### config.mk
export PLATFORM = sky130hd
export DESIGN_NAME = ex_stage
export DESIGN_NICKNAME = d
export VERILOG_FILES = /design/src/rtl/ex_stage.sv
export SDC_FILE = /design/constraint.sdc
export NUM_CORES = 1
export LEC_CHECK = 0
export CAP_MARGIN = 20
export CORE_MARGIN = 2
export CORE_UTILIZATION = 30
export DETAILED_ROUTE_END_ITERATION = 6
export DONT_BUFFER_PORTS = 1
export SLEW_MARGIN = 5
export SYNTH_ARGS = -nofsm -noshare
export SYNTH_HDL_FRONTEND = slang
export SYNTH_SLANG_ARGS = --single-unit
export TNS_END_PERCENT = 5
### constraint.sdc
create_clock -name clk -period 5.1 [get_ports clk]
set_clock_uncertainty 0.15 [all_clocks]
set_input_delay 0.51 -clock clk [delete_from_list [all_inputs] [get_ports clk]]
set_output_delay 0.51 -clock clk [all_outputs]
set_load 0.005 [all_outputs]
### src/rtl/ex_stage.sv
// Y86 execute stage: ALU, condition codes, jump/cmov condition and the EX/MEM register.
// Define EX_MUL_EN to build the iterative shift-add multiplier for OPl/mull (icode 6, ifun 4).
//
// Multiplier FSM (EX_MUL_EN only)
//   state    | meaning
//   MUL_IDLE | no multiply in flight; mull presentation raises ex_busy combinationally
//   MUL_RUN  | one add/shift per edge, 32 edges, ex_busy held high
//   MUL_DONE | product valid; next edge writes EX/MEM and CC, then back to idle

module ex_stage (
  input  logic        clk,
  input  logic        rst,
  input  logic [7:0]  ex_icode,
  input  logic [7:0]  ex_ifun,
  input  logic [31:0] ex_valA,
  input  logic [31:0] ex_valB,
  input  logic [31:0] ex_valC,
  input  logic [7:0]  ex_dstE,
  input  logic [7:0]  ex_dstM,
  input  logic        ex_bubble,
  output logic        ex_busy,
  output logic [31:0] fwd_valE,
  output logic [7:0]  fwd_dstE,
  output logic [7:0]  mem_icode,
  output logic [7:0]  mem_ifun,
  output logic [31:0] mem_valE,
  output logic [31:0] mem_valA,
  output logic [7:0]  mem_dstE,
  output logic [7:0]  mem_dstM,
  output logic        mem_cnd,
  output logic        cc_zf,
  output logic        cc_sf,
  output logic        cc_of
);

  localparam logic [7:0] I_NOP    = 8'h1;
  localparam logic [7:0] I_CMOV   = 8'h2;
  localparam logic [7:0] I_IRMOV  = 8'h3;
  localparam logic [7:0] I_RMMOV  = 8'h4;
  localparam logic [7:0] I_MRMOV  = 8'h5;
  localparam logic [7:0] I_OPL    = 8'h6;
  localparam logic [7:0] I_JXX    = 8'h7;
  localparam logic [7:0] I_CALL   = 8'h8;
  localparam logic [7:0] I_RET    = 8'h9;
  localparam logic [7:0] I_PUSH   = 8'hA;
  localparam logic [7:0] I_POP    = 8'hB;
  localparam logic [7:0] REG_NONE = 8'hF;

  logic [31:0] alu_a;
  logic [31:0] alu_b;
  logic [7:0]  alu_fn;
  logic [31:0] alu_out;
  logic        alu_of;
  logic        is_opl;
  logic        fn_valid;
  logic        mul_op;
  logic        mul_ok;
  logic [31:0] val_e;
  logic [7:0]  dst_e_eff;
  logic        cnd;
  logic        mem_cnd_nxt;
  logic        cc_we;

  always_comb begin
    alu_a = 32'h0;
    case (ex_icode)
      I_CMOV, I_OPL:           alu_a = ex_valA;
      I_IRMOV, I_RMMOV, I_MRMOV: alu_a = ex_valC;
      I_CALL, I_PUSH:          alu_a = 32'hFFFF_FFFC;
      I_RET, I_POP:            alu_a = 32'h0000_0004;
      default:                 alu_a = 32'h0;
    endcase
  end

  always_comb begin
    alu_b = 32'h0;
    case (ex_icode)
      I_RMMOV, I_MRMOV, I_OPL, I_CALL, I_RET, I_PUSH, I_POP: alu_b = ex_valB;
      default: alu_b = 32'h0;
    endcase
  end

  assign is_opl   = (ex_icode == I_OPL);
  assign alu_fn   = is_opl ? ex_ifun : 8'h0;
  assign fn_valid = (alu_fn < 8'd4);
  assign mul_op   = is_opl && (ex_ifun == 8'd4);

  always_comb begin
    alu_out = 32'h0;
    alu_of  = 1'b0;
    case (alu_fn)
      8'd0: begin
        alu_out = alu_b + alu_a;
        alu_of  = (alu_a[31] == alu_b[31]) && (alu_out[31] != alu_a[31]);
      end
      8'd1: begin
        alu_out = alu_b - alu_a;
        alu_of  = (alu_a[31] != alu_b[31]) && (alu_out[31] != alu_b[31]);
      end
      8'd2:    alu_out = alu_b & alu_a;
      8'd3:    alu_out = alu_b ^ alu_a;
      default: alu_out = 32'h0;
    endcase
  end

  // Condition uses the CC as it stands before this instruction's update.
  always_comb begin
    cnd = 1'b0;
    case (ex_ifun)
      8'd0:    cnd = 1'b1;
      8'd1:    cnd = (cc_sf ^ cc_of) | cc_zf;
      8'd2:    cnd = cc_sf ^ cc_of;
      8'd3:    cnd = cc_zf;
      8'd4:    cnd = ~cc_zf;
      8'd5:    cnd = ~(cc_sf ^ cc_of);
      8'd6:    cnd = ~(cc_sf ^ cc_of) & ~cc_zf;
      default: cnd = 1'b0;
    endcase
  end

  assign mem_cnd_nxt = ((ex_icode == I_CMOV) || (ex_icode == I_JXX)) ? cnd : 1'b1;

`ifdef EX_MUL_EN
  typedef enum logic [1:0] {MUL_IDLE, MUL_RUN, MUL_DONE} mul_state_t;

  mul_state_t  mul_state;
  logic [31:0] mul_mcand;
  logic [31:0] mul_mplier;
  logic [31:0] mul_acc;
  logic [4:0]  mul_left;

  assign ex_busy = (mul_state == MUL_RUN) ||
                   ((mul_state == MUL_IDLE) && mul_op && !ex_bubble);
  assign mul_ok  = mul_op && (mul_state == MUL_DONE);

  always_ff @(posedge clk) begin
    if (rst) begin
      mul_state  <= MUL_IDLE;
      mul_mcand  <= 32'h0;
      mul_mplier <= 32'h0;
      mul_acc    <= 32'h0;
      mul_left   <= 5'd0;
    end else begin
      case (mul_state)
        MUL_IDLE: begin
          if (mul_op && !ex_bubble) begin
            mul_mcand  <= alu_b;
            mul_mplier <= alu_a;
            mul_acc    <= 32'h0;
            mul_left   <= 5'd31;
            mul_state  <= MUL_RUN;
          end
        end
        MUL_RUN: begin
          if (ex_bubble) begin
            mul_state <= MUL_IDLE;
          end else begin
            mul_acc    <= mul_acc + (mul_mplier[0] ? mul_mcand : 32'h0);
            mul_mcand  <= mul_mcand << 1;
            mul_mplier <= mul_mplier >> 1;
            mul_left   <= mul_left - 5'd1;
            if (mul_left == 5'd0) mul_state <= MUL_DONE;
          end
        end
        MUL_DONE: mul_state <= MUL_IDLE;
        default:  mul_state <= MUL_IDLE;
      endcase
    end
  end

  assign val_e = mul_ok ? mul_acc : alu_out;
`else
  assign ex_busy = 1'b0;
  assign mul_ok  = 1'b0;
  assign val_e   = alu_out;
`endif

  // Failed cmov and an unsupported mull both suppress the register write.
  assign dst_e_eff = (((ex_icode == I_CMOV) && !cnd) || (mul_op && !mul_ok)) ? REG_NONE : ex_dstE;

  assign fwd_valE = ex_busy ? 32'h0 : val_e;
  assign fwd_dstE = ex_busy ? REG_NONE : dst_e_eff;

  assign cc_we = is_opl && (fn_valid || mul_ok) && !ex_bubble && !ex_busy;

  always_ff @(posedge clk) begin
    if (rst) begin
      cc_zf <= 1'b1;
      cc_sf <= 1'b0;
      cc_of <= 1'b0;
    end else if (cc_we) begin
      cc_zf <= (val_e == 32'h0);
      cc_sf <= val_e[31];
      cc_of <= mul_ok ? 1'b0 : alu_of;
    end
  end

  always_ff @(posedge clk) begin
    if (rst || ex_bubble || ex_busy) begin
      mem_icode <= I_NOP;
      mem_ifun  <= 8'h0;
      mem_valE  <= 32'h0;
      mem_valA  <= 32'h0;
      mem_dstE  <= REG_NONE;
      mem_dstM  <= REG_NONE;
      mem_cnd   <= 1'b1;
    end else begin
      mem_icode <= ex_icode;
      mem_ifun  <= ex_ifun;
      mem_valE  <= val_e;
      mem_valA  <= ex_valA;
      mem_dstE  <= dst_e_eff;
      mem_dstM  <= ex_dstM;
      mem_cnd   <= mem_cnd_nxt;
    end
  end

endmodule
# After elaboration in Yosys (flattened, before gate mapping)
# Index checks and enable logic that the tools add are counted.
[totals]
reg_bits = 100
output_inout_bits = 141
elab_cells = 71
[op_classes]
add_sub_neg = 2
magnitude_cmp = 1
n_eq_ne = 23
n_mux = 7
n_bitwise = 8
n_reduce_logical = 20
[op_table]
columns = ["op", "count"]
rows = [
  ["32-bit one-hot mux with 4 select lines", 2],
  ["8-bit by 3-bit == test with 1-bit output (second input constant)", 7],
  ["8-bit by 2-bit == test with 1-bit output (second input constant)", 6],
  ["32-bit adder", 1],
  ["32-bit AND", 1],
  ["8-bit by 4-bit == test with 1-bit output (second input constant)", 4],
  ["32-bit zero test", 1],
  ["32-bit 2-to-1 mux", 1],
  ["32-bit subtractor", 1],
  ["32-bit bitwise XOR", 1],
  ["8-bit by 1-bit == test with 1-bit output (second input constant)", 2],
  ["8-bit zero test", 2],
  ["8-bit 2-to-1 mux", 2],
  ["8-bit by 3-bit < comparator with 1-bit output (second input constant)", 1],
  ["2-bit OR reduction", 4],
  ["1-bit one-hot mux with 7 select lines", 1],
  ["7-bit OR reduction", 1],
  ["1-bit logical AND", 6],
  ["1-bit logical OR", 3],
  ["1-bit inequality test", 3],
  ["1-bit inverter", 3],
  ["3-bit OR reduction", 1],
  ["1-bit zero test", 2],
  ["1-bit one-hot mux with 2 select lines", 1],
  ["4 further kinds", 4],
]

# Logic depth before layout (Yosys ltp)
[logic_depth]
ltp_word = 8
mapped_depth = 21
depth_no_buf = 19

# Worst setup path before layout
# No wires, ideal clock.
[synth_path]
path_type = "in2reg"
startpoint = "input port ex_icode[5]"
endpoint = "register cc_zf"
setup_time_ns = 0.084
arrival_time_ns = 5.344
setup_slack_ns = -0.478
cell_stages = 19
n_path_buf = 2
path_cell_list = "or4_4 > buf_6 > nand2b_1 > nor3b_1 > clkbuf_1 > a22o_1 > ha_1 > fa_1 > and3b_1 > or2_1 > a31oi_1 > a2111oi_1 > o311a_1 > o31ai_1 > o221ai_1 > o311ai_1 > o21ai_0 > or4_1 > o31ai_2"
[synth_between]
elab_chain_cells = 6
elab_cells_between_ends = 30
cone_classes = "2 x add/sub; 1 x order compare; 12 x eq/ne; 4 x mux; 2 x bitwise; 9 x reduce/logical"
[synth_lines]
columns = ["item", "line", "rtl"]
rows = [
  ["start, declared", "13", "input logic [7:0] ex_icode,"],
  ["8-bit by 3-bit == test with 1-bit output, or another cell as far along", "66, 77", ""],
  ["3-bit OR reduction, or another cell as far along", "66", "case (ex_icode)"],
  ["32-bit one-hot mux with 4 select lines or 32-bit 2-to-1 mux (tied branches)", "66, 77", ""],
  ["32-bit subtractor, or another cell as far along", "97", "alu_out = alu_b - alu_a;"],
  ["32-bit one-hot mux with 4 select lines (*)", "91", "case (alu_fn)"],
  ["net fwd_valE[30]", "22", "output logic [31:0] fwd_valE,"],
  ["32-bit zero test (*)", "192", "cc_zf <= (val_e == 32'h0);"],
  ["end signal, assigned", "192", ""],
  ["end, declared", "31", "output logic cc_zf,"],
]
# Mark *: on every way through the listed nets, which the timed path passes. The rest lies on a longest branch.
# A chain may end at the register's enable or synchronous reset.

# Worst setup path after layout
[layout_path]
startpoint = "input port ex_icode[6]"
endpoint = "output port fwd_valE[26]"
[layout_between]
elab_chain_cells = 5
elab_cells_between_ends = 26
cone_classes = "2 x add/sub; 12 x eq/ne; 4 x mux; 2 x bitwise; 6 x reduce/logical"
[layout_lines]
columns = ["item", "line"]
rows = [
  ["8-bit by 3-bit == test with 1-bit output, or another cell as far along", "66, 77"],
  ["3-bit OR reduction, or another cell as far along", "66"],
  ["32-bit one-hot mux with 4 select lines or 32-bit 2-to-1 mux (tied branches)", "66, 77"],
  ["32-bit subtractor, or another cell as far along", "97"],
  ["32-bit one-hot mux with 4 select lines (*)", "91"],
  ["end, declared", "22"],
]
# Mark *: on every way between the ends. The rest lies on a longest branch, timed or not.

==> impl_metrics.tcl <==
set metrics [dict create \
    drc 0 \
    swShare_pct 30.5 \
    yosysTopAreaCellShare_pct 23.3 \
    slew_headroom_pct 19.0 \
    drv_slew 0 \
    max_freq_ghz 0.194 \
    synth.distinct_cells 89 \
    antenna_found_initial 3 \
    portBuffers 0 \
    dp_slack_ns -0.588 \
    antenna_left 0 \
    required_ns 4.44 \
    violations "setup timing" \
    synth_area_um2 8580 \
    synth-edff-count 0 \
    power_frac_seq_pct 41.1 \
    power_switching_uw 605 \
    startpoint_type "primary input" \
    grt_overflow 0 \
    final_hold_viol_count 0 \
    start_util_pct 30.7 \
    die_w_um 173 \
    worstSetupEndpointType "output pin" \
    ys_seq_elements 100 \
    wl_mm 39.2 \
    tritoncts "built" \
    clock_latency_ns 0.37 \
    vias 9869 \
    core-area_um2 27900 \
    min_period_ns 5.15 \
    worst_pin_slew_ns 1.20 \
    via_per_inst 5.56 \
    yosysSeqAreaShare_pct 23.3 \
    grt_max_degree 42 \
    synth_area_leaders "dfxtp_1 23%, ha_1 9.6%, and2_1 6.2%" \
    timing.final.crit_share_pct 101 \
    maxCapViolations 0 \
    ys_async_sr_fraction_pct 0 \
    setup_viol 7 \
    die_area_um2 30000 \
    synth-warning-count 0 \
    crit_fanout 6 \
    rows 61 \
    cts.sinks 100 \
    comb_power_share_pct 23.1 \
    hpwl_mm 31.3 \
    fill_cells 2886 \
    rsz0062_at_grt "yes" \
    syn_avg_cell_area_um2 7.60 \
    clkTransAtPathRegs_ns 0.07 \
    leakage_nw 5.83 \
    grt_pass1_vias 9726 \
    dr.first_iter.drc_count 774 \
    synthCells 1129 \
    layout-drive-gt1-share_pct 32.8 \
    hold_buffers 0 \
    gp_congestion 0.992 \
    die_y_um 173 \
    hp-class "primary input to flip-flop" \
    arrival_ns 4.49 \
    whs_ns 0.0611 \
    first_pass_iters 6 \
    cts_root_buffer "clkbuf_16" \
    power_frac_clock_pct 35.8 \
    p_int_mw 1.38 \
    num_io_pins 272 \
    numCtsBuffers 9 \
    setup_ws_ns -0.0544 \
    synth_nets 1328 \
    tns_ns -0.156 \
    path_class "primary input to output pin" \
    htreeDepth 3 \
    layout.nets 1591 \
    clock_path_buffers 2 \
    detail_route.wl_per_cell_um 22.1 \
    grt_usage_pct 24.9 \
    syn_to_final_growth_pct 41.5 \
    power_density_nw_per_um2 163 \
    synthFlopType "dfxtp_1" \
    ir_worst_vdd_mv 0.147 \
    status "complete, but fails checks" \
    grt_pass1_wl_mm 58.0 \
    final_core_util_pct 43.4 \
    yosys.area.top_type "dfxtp_1" \
]
[repair_timing]
action | CTS | global route
setup buffers | 10 | 20
cloned | 1 | 1
endpoints found under the setup margin | 19 | 21
gates resized for setup | 43 | 97
pin swaps | 16 | 45
[per-layer routing]
metal  global-route usage, %  wire length [µm]  part of all wire, %
met1                    30.7             16100                   41
met2                    42.4             18400                   47
met3                    5.94              3360                  8.6
met4                    8.69              1310                  3.3
met5                       0                13                0.033
[power by group through the flow]
stage	sequential [mW]	combinational (mW)	clock, mW
2_1_floorplan	0.830	0.223	0
3_3_place_gp	0.833	0.393	0
3_5_place_dp	0.833	0.394	0
4_1_cts	0.814	0.414	0.727
5_1_grt	0.816	0.491	0.756
6_report	0.814	0.458	0.708
[layout by cell type (no fill, tap or decap), types with 9 or more instances in the layout]
| master | instances |
|---|---|
| ha_1 | 58 |
| o21ai_0 | 38 |
| inv_1 | 74 |
| xnor2_1 | 9 |
| clkbuf_16 | 9 |
| or3_1 | 14 |
| nor4_1 | 9 |
| a21o_1 | 21 |
| nand2_1 | 69 |
| nand3_1 | 20 |
| nor3_1 | 25 |
| a221oi_1 | 29 |
| a21oi_2 | 9 |
| a31oi_1 | 9 |
| a21oi_1 | 65 |
| and3_1 | 14 |
| o211ai_1 | 16 |
| o21ai_1 | 11 |
| and2_1 | 82 |
| buf_4 | 304 |
| nand2b_1 | 19 |
| nor2_1 | 81 |
| dfxtp_1 | 100 |
| o31ai_1 | 15 |
| nor2b_1 | 35 |
| nand4_1 | 9 |
[registers in the layout (all words and copies together), names as in the netlist]
signal	flops
mem_valA	32
mem_valE	32
mem_dstE	8
mem_dstM	8
mem_icode	8
mem_ifun	8
cc_of	1
cc_sf	1
cc_zf	1
mem_cnd	1
[path summary, 6_finish.rpt]
| check | to | cells past startpoint | start | slack [ns] |
|---|---|---|---|---|
| hold reg to reg | cc_sf$_SDFFE_PP0P_ | 2 | cc_sf$_SDFFE_PP0P_ | 0.42 |
| setup / recovery | fwd_valE[26] | 18 | ex_icode[6] | -0.05 |
| setup reg to reg | mem_dstE[0]$_SDFF_PP1_ | 10 | cc_of$_SDFFE_PP0P_ | 2.71 |
| hold / removal | cc_sf$_SDFFE_PP0P_ | 1 | rst | 0.06 |
[through the flow]
step           total power [mW]  cell area [µm²]  std cells
2_1_floorplan              1.05             8650       1129
3_5_place_dp               1.23            11100       1728
4_1_cts                    1.96            11600       1755
6_report                   1.98            12100       1776
5_1_grt                    2.06            12100       1776
3_3_place_gp               1.23            11100       1728
[cells by family (layout without fill, tap and decap cells)]
kind of cell	after synthesis	in the layout	synth area share, %
other cells	1	2	0.0437
fa+ha+maj	68	68	10.1
simple gates	449	449	28.8
flops	100	100	23.3
compound gates	344	344	28.2
buf+inv	145	413	6.96
xor+xnor	11	11	1.12
mux	11	11	1.44
[worst max-delay path: stages]
cell and delay [ns]:
or4_4 0.56, nand2b_4 0.19, nor3b_4 0.27, buf_6 0.19
a22o_4 0.20, ha_4 0.15, inv_1 0.05, fa_2 0.40
o21bai_1 0.21, and3b_1 0.22, o31a_1 0.24, o211ai_1 0.26
nand2_1 0.23, buf_4 0.14, a21oi_2 0.05, a221o_1 0.31
a22oi_2 0.20, inv_1 0.09
[Yosys cell counts (4+ instances only)]
cell	count
nor2_1	86
buf_2	9
and3_1	15
nand3b_1	5
o21a_1	9
nand2_1	69
o21ai_1	4
a22oi_1	9
and4_1	5
a31oi_1	14
ha_1	66
and2_1	85
a211oi_1	10
xnor2_1	10
a21oi_1	75
o21ai_0	50
a221o_1	4
dfxtp_1	100
a21boi_0	5
a221oi_1	34
mux2i_1	9
nand4_1	9
o21bai_1	9
o31ai_1	19
or2_2	6
o221ai_1	5
nand2b_1	21
or3_1	14
nor3_1	27
nor3b_1	5
o311ai_0	9
a21o_1	21
a2111oi_0	4
o211ai_1	16
clkbuf_1	52
nand3_1	21
o31a_1	6
nor4_1	18
inv_1	76
nor2b_1	41
[final cells by class]
cell class	count	area [µm²]	area share [%]
diodes	1	2.50	0.0206
clock buffers	9	225	1.86
clock inverters	7	67.6	0.557
inverters	76	285	2.35
multi-input cells	884	6570	54.1
flip-flops and latches	100	2000	16.5
well taps	378	473	3.90
repair buffers	321	2510	20.7
Power figures use the tool's default switching activity.
